<file path="src/rtl/alu_pkg.sv">
// Shared ALU definitions: func encodings, driver FSM state codes and the
// DW-bit reference ALU function used by the optional result checker.
package alu_pkg;

  localparam int ALU_DW = 8;
  localparam int ALU_FW = 3;

  typedef enum logic [ALU_FW-1:0] {
    ALU_ADD   = 3'd0,
    ALU_SUB   = 3'd1,
    ALU_AND   = 3'd2,
    ALU_OR    = 3'd3,
    ALU_XOR   = 3'd4,
    ALU_NOT_A = 3'd5,
    ALU_SHL   = 3'd6,
    ALU_SHR   = 3'd7
  } alu_func_e;

  localparam logic [1:0] ST_IDLE = 2'd0;
  localparam logic [1:0] ST_WAIT = 2'd1;
  localparam logic [1:0] ST_RESP = 2'd2;

  // Carries and borrows fall off the top; shifts move by one bit.
  function automatic logic [ALU_DW-1:0] alu_ref(input logic [ALU_DW-1:0] a,
                                                input logic [ALU_DW-1:0] b,
                                                input logic [ALU_FW-1:0] func);
    logic [ALU_DW-1:0] r;
    case (alu_func_e'(func))
      ALU_ADD:   r = a + b;
      ALU_SUB:   r = a - b;
      ALU_AND:   r = a & b;
      ALU_OR:    r = a | b;
      ALU_XOR:   r = a ^ b;
      ALU_NOT_A: r = ~a;
      ALU_SHL:   r = a << 1;
      ALU_SHR:   r = a >> 1;
      default:   r = '0;
    endcase
    return r;
  endfunction

endpackage

</file>
<file path="src/rtl/alu_cmd_fifo.sv">
// Synchronous command FIFO with fall-through head; full/empty are resolved
// from an extra pointer MSB so all DEPTH entries are usable.
module alu_cmd_fifo #(
  parameter int W     = 19,
  parameter int DEPTH = 4
) (
  input  logic         clk,
  input  logic         rst,
  input  logic         push,
  input  logic [W-1:0] wdata,
  input  logic         pop,
  output logic [W-1:0] rdata,
  output logic         full,
  output logic         empty
);

  localparam int AW = $clog2(DEPTH);

  logic [W-1:0] mem [DEPTH];
  logic [AW:0]  wptr_reg;
  logic [AW:0]  rptr_reg;

  always_ff @(posedge clk) begin
    if (push && !full) mem[wptr_reg[AW-1:0]] <= wdata;
  end

  always_ff @(posedge clk or posedge rst) begin
    if (rst) begin
      wptr_reg <= '0;
      rptr_reg <= '0;
    end else begin
      if (push && !full) wptr_reg <= wptr_reg + 1'b1;
      if (pop && !empty) rptr_reg <= rptr_reg + 1'b1;
    end
  end

  assign rdata = mem[rptr_reg[AW-1:0]];
  assign empty = (wptr_reg == rptr_reg);
  assign full  = (wptr_reg[AW] != rptr_reg[AW]) &&
                 (wptr_reg[AW-1:0] == rptr_reg[AW-1:0]);

endmodule

</file>
<file path="src/rtl/alu_cmd_driver.sv">
// Queues ALU commands, drives registered operands, samples c after ALU_LAT
// cycles and returns it on a valid/ready port. Optional checker: ALU_CHK_EN.
module alu_cmd_driver
  import alu_pkg::*;
#(
  parameter int DW      = 8,
  parameter int FW      = 3,
  parameter int DEPTH   = 4,
  parameter int ALU_LAT = 1
) (
  input  logic          clk,
  input  logic          rst,
  input  logic          cmd_valid,
  output logic          cmd_ready,
  input  logic [DW-1:0] cmd_a,
  input  logic [DW-1:0] cmd_b,
  input  logic [FW-1:0] cmd_func,
  output logic [DW-1:0] alu_a,
  output logic [DW-1:0] alu_b,
  output logic [FW-1:0] alu_func,
  input  logic [DW-1:0] alu_c,
  output logic          rsp_valid,
  input  logic          rsp_ready,
  output logic [DW-1:0] rsp_c,
  output logic [FW-1:0] rsp_func,
  output logic          rsp_err,
  output logic [7:0]    err_cnt,
  output logic          busy
);

  localparam int CW = (ALU_LAT > 1) ? $clog2(ALU_LAT) : 1;
  localparam logic [CW-1:0] CNT_INIT = CW'(ALU_LAT - 1);

  logic [1:0]      state_reg;
  logic [CW-1:0]   cnt_reg;
  logic            run_reg;
  logic [DW-1:0]   alu_a_reg, alu_b_reg, rsp_c_reg;
  logic [FW-1:0]   alu_func_reg, rsp_func_reg;
  logic            rsp_valid_reg;

  logic              fifo_push, fifo_pop, fifo_full, fifo_empty;
  logic [2*DW+FW-1:0] fifo_rdata;
  logic              capture;

  assign cmd_ready = run_reg && !fifo_full;
  assign fifo_push = cmd_valid && cmd_ready;
  // A pop happens from IDLE, or on the response handshake for back-to-back issue.
  assign fifo_pop  = !fifo_empty &&
                     ((state_reg == ST_IDLE) || (state_reg == ST_RESP && rsp_ready));
  assign capture   = (state_reg == ST_WAIT) && (cnt_reg == '0);

  alu_cmd_fifo #(.W(2*DW+FW), .DEPTH(DEPTH)) u_fifo (
    .clk   (clk),
    .rst   (rst),
    .push  (fifo_push),
    .wdata ({cmd_a, cmd_b, cmd_func}),
    .pop   (fifo_pop),
    .rdata (fifo_rdata),
    .full  (fifo_full),
    .empty (fifo_empty)
  );

  always_ff @(posedge clk or posedge rst) begin
    if (rst) begin
      state_reg     <= ST_IDLE;
      cnt_reg       <= '0;
      run_reg       <= 1'b0;
      alu_a_reg     <= '0;
      alu_b_reg     <= '0;
      alu_func_reg  <= '0;
      rsp_c_reg     <= '0;
      rsp_func_reg  <= '0;
      rsp_valid_reg <= 1'b0;
    end else begin
      run_reg <= 1'b1;
      if (fifo_pop) begin
        {alu_a_reg, alu_b_reg, alu_func_reg} <= fifo_rdata;
        cnt_reg <= CNT_INIT;
      end
      case (state_reg)
        ST_IDLE: if (!fifo_empty) state_reg <= ST_WAIT;
        ST_WAIT: begin
          if (cnt_reg != '0) begin
            cnt_reg <= cnt_reg - 1'b1;
          end else begin
            rsp_c_reg     <= alu_c;
            rsp_func_reg  <= alu_func_reg;
            rsp_valid_reg <= 1'b1;
            state_reg     <= ST_RESP;
          end
        end
        ST_RESP: begin
          if (rsp_ready) begin
            rsp_valid_reg <= 1'b0;
            state_reg     <= fifo_empty ? ST_IDLE : ST_WAIT;
          end
        end
        default: state_reg <= ST_IDLE;
      endcase
    end
  end

  assign alu_a     = alu_a_reg;
  assign alu_b     = alu_b_reg;
  assign alu_func  = alu_func_reg;
  assign rsp_c     = rsp_c_reg;
  assign rsp_func  = rsp_func_reg;
  assign rsp_valid = rsp_valid_reg;
  assign busy      = (state_reg != ST_IDLE) || !fifo_empty;

`ifdef ALU_CHK_EN
  logic       rsp_err_reg;
  logic [7:0] err_cnt_reg;
  logic       mismatch;

  assign mismatch = (alu_c != alu_ref(alu_a_reg, alu_b_reg, alu_func_reg));

  always_ff @(posedge clk or posedge rst) begin
    if (rst) begin
      rsp_err_reg <= 1'b0;
      err_cnt_reg <= '0;
    end else if (capture) begin
      rsp_err_reg <= mismatch;
      if (mismatch && err_cnt_reg != 8'hFF) err_cnt_reg <= err_cnt_reg + 8'd1;
    end
  end

  assign rsp_err = rsp_err_reg;
  assign err_cnt = err_cnt_reg;
`else
  logic unused_capture;
  assign unused_capture = capture;
  assign rsp_err = 1'b0;
  assign err_cnt = 8'd0;
`endif

endmodule

</file>
<file path="config.mk">
export PLATFORM = sky130hd
export DESIGN_NAME = alu_cmd_driver
export DESIGN_NICKNAME = d
export VERILOG_FILES = /design/src/rtl/alu_pkg.sv /design/src/rtl/alu_cmd_fifo.sv /design/src/rtl/alu_cmd_driver.sv
export SDC_FILE = /design/constraint.sdc
export NUM_CORES = 1
export LEC_CHECK = 0
export BUFFER_PORTS_ARGS = -buffer_cell sky130_fd_sc_hd__buf_4
export CAP_MARGIN = 20
export CORE_MARGIN = 1.5
export CORE_UTILIZATION = 60
export CTS_CLUSTER_SIZE = 16
export DETAILED_ROUTE_END_ITERATION = 16
export PLACE_DENSITY = 0.84
export SYNTH_ARGS = -nofsm -noshare
export SYNTH_HDL_FRONTEND = slang
export SYNTH_SLANG_ARGS = --single-unit
</file>
<file path="constraint.sdc">
create_clock -name clk -period 3.8 [get_ports clk]
set_clock_uncertainty 0.1 [all_clocks]
set_input_delay 0.76 -clock clk [delete_from_list [all_inputs] [get_ports clk]]
set_output_delay 0.76 -clock clk [all_outputs]
set_load 0.01 [all_outputs]
</file>
==> impl_metrics.py, run 1 <==
metrics = {
    "run_status": {
        "status": "finished, final reports clean",
    },
    "synth": {
        "ys_types": 27,
        "syn_inst": 228,
        "syn-cell-area_mm2": 0.00454,
        "avgSynthCellArea_um2": 19.9,
        "synth_warnings": 0,
        "yosysSeqAreaShare": 0.729,
        "synth-seq-cells": 117,
    },
    "floorplan": {
        "start_util": 0.622,
        "die_height_um": 90.0,
        "rows": 31,
        "die_w_um": 90.0,
        "core-area_mm2": 0.00729,
        "io_pins": 73,
        "die_area_mm2": 0.00809,
    },
    "placement": {
        "io_buffers": 63,
        "gp_congestion": 0.709,
        "dp_slack_ps": 1170,
        "dp_cells": 389,
        "detailed_place_hpwl_um": 4530,
    },
    "layout": {
        "final_layout_size_suffix_gt1_frac": 0.460,
        "n_antenna_cell": 0,
        "fin_cells": 421,
        "nets": 345,
        "layout_commonest_cell": "edfxtp_1",
        "nFillCells": 416,
        "largest_reg_flops": 76,
        "post-route-util": 0.771,
        "syn2layout_area_growth_pct": 24.0,
        "final_cell_mix": "edfxtp_1, buf_4, dfrtp_1, mux2_2, mux4_2",
    },
    "route": {
        "ant_nets": 0,
        "dr.pass1.iters": 4,
        "drt_iter0_drc": 153,
        "avgRoutedWirePerCell_um": 19.3,
        "wl_um": 8130,
        "vias_per_cell": 5.45,
        "drc": 0,
        "vias": 2295,
    },
    "power_and_ir_drop": {
        "swShare": 0.288,
        "power.switching_uw": 1400,
        "p_int_uw": 3460,
        "leakage_uw": 0.00219,
        "peakVddDrop_uv": 506,
        "p_per_area_mw_per_mm2": 864,
        "pwr-share-seq": 0.384,
        "p_comb_frac": 0.316,
        "power_frac_clock": 0.300,
        "total_power_uw": 4860,
    },
    "clock_network": {
        "clk_pin_slew_ps": 60,
        "hold_buffers": 0,
        "post_cts.repair.setup_buffers": 0,
        "cts.sinks": 117,
        "cts_buffers": 17,
        "cts.path.max_buffers": 2,
        "h-tree-depth": 4,
        "cts_tree": "done",
        "cts_root_buf": "clkbuf_8",
        "cts_resized": 0,
        "clock_latency_ps": 500,
    },
    "sta": {
        "relSlewSlack": 0.385,
        "fin_crit_ps": 2590,
        "hold_violations": 0,
        "worstMarginPinSlew_ps": 919,
        "fmax_mhz": 385,
        "drv_slew": 0,
        "tns_ps": 0,
        "period_share": 0.683,
        "setup_viol": 0,
        "rsz0062_at_grt": "false",
        "worst_slack_ps": 1210,
    },
    "global_route": {
        "antenna_found_initial": 0,
        "busiest_layer": "met2",
        "grt-ovfl-total": 0,
        "grt_pass1_wl_um": 13000,
        "grt_pass1_vias": 2426,
        "grtUsageMet3": 0.0761,
        "grt_start_max_net_pins": 42,
        "gr-usage-met2": 0.376,
        "grtUsageMet1": 0.273,
        "track_usage": 0.223,
    },
    "critical_path": {
        "cp.buffers_inverters": 1,
        "slowest_delay_ps": 470,
        "critPathLaunchType": "register",
        "critPathArrivalTime_ps": 1730,
        "critPathCaptureType": "output port",
        "crit_required_ps": 2940,
        "path_cells": "xnor2_1 -> a31oi_1 -> buf_4",
        "cp_top_family": "XOR/XNOR gates",
        "worstSetupPathDepth": 3,
        "critical_path.slowest_cell": "xnor2_1",
        "cp_max_fo": 4,
        "critPathKind": "register to output port",
        "r2r_cells": 4,
    },
    "run": {
        "maxCapViolations": 0,
    },
    "worst_hold_path": {
        "worstHoldPathType": "primary input to async pin",
    },
}
==> area by class of cell <==
type | count | area [um2] | area share
Timing Repair Buffer | 70 | 526 | 0.0934
Tap cell | 99 | 124 | 0.0220
Clock buffer | 21 | 439 | 0.0781
Inverter | 6 | 22.5 | 0.00400
Clock inverter | 11 | 110 | 0.0196
Sequential cell | 117 | 3310 | 0.588
Multi-Input combinational cell | 97 | 1100 | 0.195
==> kinds of logic (layout without fill, tap and decap cells) <==
| logic type | count (synthesis) | after routing | share of synthesized area |
|---|---|---|---|
| flops | 117 | 117 | 0.729 |
| mux | 50 | 50 | 0.171 |
| buf+inv | 22 | 108 | 0.0358 |
| simple gates | 15 | 15 | 0.0165 |
| compound gates | 9 | 9 | 0.0163 |
| xor+xnor | 8 | 8 | 0.0154 |
| fa+ha+maj | 5 | 5 | 0.0138 |
| other cells | 2 | 10 | 0.00166 |
==> Yosys cell counts (all sizes together) <==
master,n,share of area
nand2,4,0.0033
nor2,4,0.0033
a21o,1,0.0017
nand4,1,0.0014
ha,5,0.014
mux2,31,0.077
conb,2,0.0017
clkbuf,1,0.0030
a21oi,1,0.0011
o21ai,3,0.0033
edfxtp,76,0.50
and2b,1,0.0017
xor2,3,0.0058
a31oi,2,0.0028
inv,6,0.0050
o21bai,1,0.0017
dfrtp,41,0.23
xnor2,5,0.0097
dlygate4sd1,1,0.0019
buf,14,0.026
nand2b,1,0.0014
a311oi,1,0.0058
and2,4,0.0055
mux4,19,0.094
==> power by group through the flow <==
stage	combinational (uW)	sequential, uW	clock (uW)
floorplan	994	1940	0
global placement	1470	1870	0
detailed placement	1510	1880	0
CTS	1560	1870	1480
global route	1650	1900	1530
finish	1530	1870	1460
==> worst register-to-register path, cell delays in order, from the launching register on <==
cell and delay [ps]:
dfrtp_1 420, xnor2_1 250, a31oi_1 530, and2_1 600, buf_4 330
==> routing by layer <==
metal,vias up,wire length (um),part of all wire
li1,1021,-,-
met1,1165,3300,0.41
met2,97,4270,0.53
met3,12,468,0.058
met4,0,93,0.011
met5,-,0,0
==> through the flow <==
step | area, um2 | hold WS (ps)
finish | 5630 | 352
global route | 5630 | 336
CTS | 5630 | 337
detailed placement | 5080 | 397
global placement | 5080 | 390
floorplan | 4570 | 387
==> final timing paths <==
path                            slack (ps)           endpoint               start
worst max-delay path                  1210          cmd_ready  u_fifo.wptr_reg[1]
worst min-delay path                   350           alu_b[5]                 rst
worst max register to register        1280   u_fifo.mem[3][6]  u_fifo.wptr_reg[1]
worst min register to register         400           rsp_c[6]            rsp_c[6]
max in group asynchronous             2710           alu_b[0]                 rst
min in group clk                       360  u_fifo.mem[0][10]            cmd_b[7]
(Power assumes the default switching activity.)
==> run 2: changes to the inputs <==
- CORE_UTILIZATION: 60 -> 50
- PLACE_DENSITY: 0.84 -> 0.75
- clock period: 3.8 -> 2.18 ns (I/O delays scaled with it)
==> run 2 against run 1 <==
Against the previous run:
- clock-buffer cell count unchanged
- sequential share of layout area fell by 1.8 points
- sequential cell count is the same
- via count down 1.7%
- core utilization down 11 points
- non-clock buffer count up 10
- total power rose by 78%
- critical endpoint unchanged
==> impl_metrics.py, run 2 (same netlist as run 1, synthesis figures left out) <==
metrics = {
    "clock_network": {
        "post_cts.repair.setup_buffers": 0,
        "clock_latency_ps": 500,
        "cts.path.max_buffers": 2,
        "cts_buffers": 17,
        "clk_pin_slew_ps": 50,
        "cts.sinks": 117,
        "cts_tree": "done",
        "h-tree-depth": 4,
        "cts_root_buf": "clkbuf_8",
    },
    "critical_path": {
        "cp_common_cell": "buf_4",
        "cp_max_fo": 4,
        "path_cells": "xnor2_2 -> buf_4 -> a31oi_2 -> buf_4",
        "crit_required_ps": 1640,
        "cp_top_family": "flip-flops",
        "slowest_delay_ps": 440,
        "cp.buffers_inverters": 2,
        "critical_path.slowest_cell": "dfrtp_2",
        "critPathArrivalTime_ps": 1560,
        "critPathLaunchType": "register",
        "critPathCaptureType": "output port",
        "critPathKind": "register to output port",
    },
    "sta": {
        "period_share": 0.963,
        "hold_violations": 0,
        "relSlewSlack": 0.623,
        "fmax_mhz": 476,
        "rsz0062_at_grt": "true",
        "worstMarginPinSlew_ps": 565,
        "fin_crit_ps": 2100,
        "tns_ps": 0,
        "drv_slew": 0,
        "setup_viol": 0,
    },
    "global_route": {
        "antenna_found_initial": 0,
        "grt_start_max_net_pins": 26,
        "grt-ovfl-total": 0,
        "track_usage": 0.175,
        "grt_pass1_wl_um": 12300,
        "grt_pass1_vias": 2463,
    },
    "floorplan": {
        "core-area_mm2": 0.00876,
        "die_area_mm2": 0.00965,
        "io_pins": 73,
        "die_w_um": 98.3,
        "die_height_um": 98.3,
        "start_util": 0.518,
        "rows": 34,
    },
    "layout": {
        "n_antenna_cell": 0,
        "largest_reg_flops": 76,
        "multi_input_area_mm2": 0.00112,
        "nFillCells": 575,
        "nets": 355,
        "syn2layout_area_growth_pct": 27.9,
        "layout_commonest_cell": "edfxtp_1",
        "final_layout_size_suffix_gt1_frac": 0.491,
        "post-route-util": 0.662,
        "regArea_mm2": 0.00331,
        "final_cell_mix": "edfxtp_1, buf_4, dfrtp_1, mux2_2, mux4_2",
    },
    "run_status": {
        "status": "finished, final reports clean",
    },
    "route": {
        "drt_iter0_drc": 89,
        "avgRoutedWirePerCell_um": 17.4,
        "wl_um": 7660,
        "vias_per_cell": 5.13,
        "ant_nets": 0,
        "vias": 2255,
        "drc": 0,
        "dr.pass1.iters": 5,
    },
    "placement": {
        "gp_congestion": 0.720,
        "io_buffers": 63,
        "detailed_place_hpwl_um": 4730,
    },
    "power_and_ir_drop": {
        "p_per_area_mw_per_mm2": 1490,
        "leakage_uw": 0.00228,
        "peakVddDrop_uv": 737,
    },
    "run": {
        "maxCapViolations": 0,
    },
    "worst_hold_path": {
        "worstHoldPathType": "primary input to register",
    },
}
## run 2: metrics by stage
step / power [uW] / hold WS [ps] / cell area, um2 / setup WS, ps / instances
finish: 8660 / 31.6 / 5800 / 80.6 / 440
CTS: 8710 / 12.0 / 5780 / 9.62 / 440
detailed placement: 6110 / 397 / 5200 / 214 / 407
global route: 9110 / 10.5 / 5800 / 15.8 / 440
global placement: 6020 / 390 / 5200 / 280 / 407
floorplan: 5110 / 387 / 4570 / 98.6 / 236
## run 2: per-layer routing
metal / up-vias / routed length (um) / track usage
met1: 1129 / 3170 / 0.216
li1: 1035 / - / -
met4: 0 / 89 / 0.0758
met3: 11 / 423 / 0.0487
met5: - / 0 / 0
met2: 80 / 3970 / 0.293
## run 2: final timing paths
path                                    start  slack (ps)  depth (start not counted)            endpoint
max reg2reg                u_fifo.rptr_reg[2]         210                          4    u_fifo.mem[3][1]
min                                  cmd_b[7]          30                          1   u_fifo.mem[2][10]
min reg2reg                          alu_a[3]         410                          1            alu_a[3]
max                        u_fifo.wptr_reg[1]          80                          4           cmd_ready
max in group asynchronous                 rst         870                          4  u_fifo.wptr_reg[0]
min in group asynchronous                 rst         460                          3            rsp_c[6]
## run 2: layout make-up
| type | count | area share |
|---|---|---|
| clock inverters | 11 | 0.0185 |
| well taps | 108 | 0.0233 |
| clock buffers | 21 | 0.0774 |
| inverters | 6 | 0.00388 |
| repair buffers | 80 | 0.113 |
| multi-input cells | 97 | 0.194 |
| flip-flops and latches | 117 | 0.571 |
## run 2: repair_timing
action | CTS | global route
resized for setup | 2 | 4
pin swaps | 0 | 2
endpoints found under the hold margin | 23 | 0
endpoints found under the setup margin | 1 | 2
hold buffers | 1 | 0
## run 2: where the power goes
group / total [uW] / switching (uW) / internal [uW]
sequential: 3280 / 324 / 2960
clock: 2540 / 878 / 1660
combinational: 2840 / 1220 / 1620
==> run 3: changes to the inputs <==
- PLACE_DENSITY: 0.75 -> 0.84
- SETUP_SLACK_MARGIN: not set -> 0.1
==> run 3 against run 2 <==
Against the previous run:
- register-to-register slack hardly changed
- critical path depth did not move
- design area rose by 1.2%
- clock power grew 13%
- clock-buffer cell count rose by 4
- routed wire length up 2.5%
- non-clock buffer count is 3 lower
- sequential cell count is the same
- critical path type unchanged
==> impl_metrics.py, run 3 (same netlist as run 1, synthesis figures left out) <==
metrics = {
    "placement": {
        "placed_area_mm2": 0.00517,
        "dp_cells": 401,
        "detailed_place_hpwl_um": 4660,
        "io_buffers": 63,
        "gp_congestion": 0.652,
    },
    "route": {
        "avgRoutedWirePerCell_um": 18.0,
        "wl_um": 7850,
        "vias_per_cell": 5.16,
        "ant_nets": 0,
        "dr.pass1.iters": 6,
        "vias": 2257,
        "drc": 0,
        "drt_iter0_drc": 105,
    },
    "sta": {
        "period_share": 0.932,
        "tns_ps": 0,
        "worstMarginPinSlew_ps": 570,
        "whs_ps": 23.0,
        "drv_slew": 0,
        "rsz0062_at_grt": "true",
        "fmax_mhz": 492,
        "setup_viol": 0,
        "relSlewSlack": 0.620,
        "fin_crit_ps": 2030,
        "hold_violations": 0,
    },
    "clock_network": {
        "clock_latency_ps": 510,
        "cts_tree": "done",
        "clk_pin_slew_ps": 60,
        "cts_root_buf": "clkbuf_8",
        "cts_buffers": 17,
        "h-tree-depth": 4,
        "cts.sinks": 117,
        "cts.path.max_buffers": 2,
    },
    "critical_path": {
        "critPathCaptureType": "output port",
        "cp_max_fo": 3,
        "crit_required_ps": 1640,
        "critPathLaunchType": "register",
        "critPathArrivalTime_ps": 1500,
        "critPathKind": "register to output port",
    },
    "floorplan": {
        "die_area_mm2": 0.00965,
        "start_util": 0.518,
        "rows": 34,
        "io_pins": 73,
        "die_w_um": 98.3,
        "core-area_mm2": 0.00876,
        "die_height_um": 98.3,
    },
    "layout": {
        "largest_reg_flops": 76,
        "final_area_mm2": 0.00587,
        "final_cell_mix": "edfxtp_1, buf_4, dfrtp_1, mux2_2, mux4_2",
        "layout_commonest_cell": "edfxtp_1",
        "nets": 352,
        "n_antenna_cell": 0,
        "final_layout_size_suffix_gt1_frac": 0.489,
        "syn2layout_area_growth_pct": 29.4,
        "fin_cells": 437,
    },
    "power_and_ir_drop": {
        "power_frac_clock": 0.316,
        "leakage_uw": 0.00230,
        "p_per_area_mw_per_mm2": 1540,
        "p_comb_frac": 0.321,
        "pwr-share-seq": 0.363,
        "p_int_uw": 6580,
        "power.switching_uw": 2460,
        "swShare": 0.272,
        "peakVddDrop_uv": 622,
    },
    "global_route": {
        "antenna_found_initial": 0,
        "grt-ovfl-total": 0,
        "track_usage": 0.182,
        "grt_start_max_net_pins": 25,
        "grt_pass1_wl_um": 12800,
        "grt_pass1_vias": 2419,
    },
    "run": {
        "maxCapViolations": 0,
    },
    "worst_hold_path": {
        "worstHoldPathType": "primary input to register",
    },
    "run_status": {
        "status": "finished, final reports clean",
    },
}
run 3: metal layers:
metal | vias to the layer above | GRT usage | routed length [um]
met3 | 14 | 0.0659 | 481
met5 | - | 0 | 0
met2 | 79 | 0.301 | 4100
met4 | 0 | 0.0834 | 144
li1 | 1030 | - | -
met1 | 1134 | 0.216 | 3130
run 3: power groups by stage:
stage / logic (uW) / clock network (uW) / registers (uW)
after global routing: 3130 / 3010 / 3350
after detailed placement: 2780 / 0 / 3290
after global placement: 2690 / 0 / 3260
after CTS: 2890 / 2900 / 3280
final: 2900 / 2860 / 3280
after floorplan: 1730 / 0 / 3380
run 3: worst max-delay path, cell delays in order, from the launching register on:
cell and delay (ps):
dfrtp_1 400, xnor2_2 190, buf_4 150, nand4_1 90, buf_4 160
run 3: cell type report:
type	instances	area (um2)
repair buffers	77	643
inverters	6	22.5
flip-flops and latches	117	3310
multi-input cells	97	1130
clock buffers	25	517
clock inverters	7	113
fillers	568	2890
well taps	108	135
run 3: path summary, 6_finish.rpt:
| kind | startpoint | to | slack, ps | cells past startpoint |
|---|---|---|---|---|
| min reg2reg | rsp_c[6] | rsp_c[6] | 400 | 1 |
| max in group asynchronous | rst | alu_a[3] | 1060 | 4 |
| min in group asynchronous | rst | alu_b[1] | 420 | 3 |
| max reg2reg | u_fifo.rptr_reg[0] | alu_b[7] | 210 | 6 |
| max | u_fifo.rptr_reg[0] | busy | 150 | 4 |
| min | cmd_b[1] | u_fifo.mem[3][4] | 20 | 1 |
run 3: stage by stage:
| stage | power [uW] | util | setup WS (ps) |
|---|---|---|---|
| finish | 9030 | 0.670 | 148 |
| global route | 9480 | 0.670 | 74.7 |
| CTS | 9070 | 0.668 | 104 |
| detailed placement | 6060 | 0.590 | 242 |
| global placement | 5950 | 0.590 | 334 |
| floorplan | 5110 | - | 130 |
run 3: what timing repair did:
item	4_1_cts	5_1_grt
endpoints found under the hold margin	20	0
setup buffers	1	2
pin swaps	2	1
hold buffers	1	0
endpoints found under the setup margin	2	2
cloned	0	0
gates resized for setup	4	1
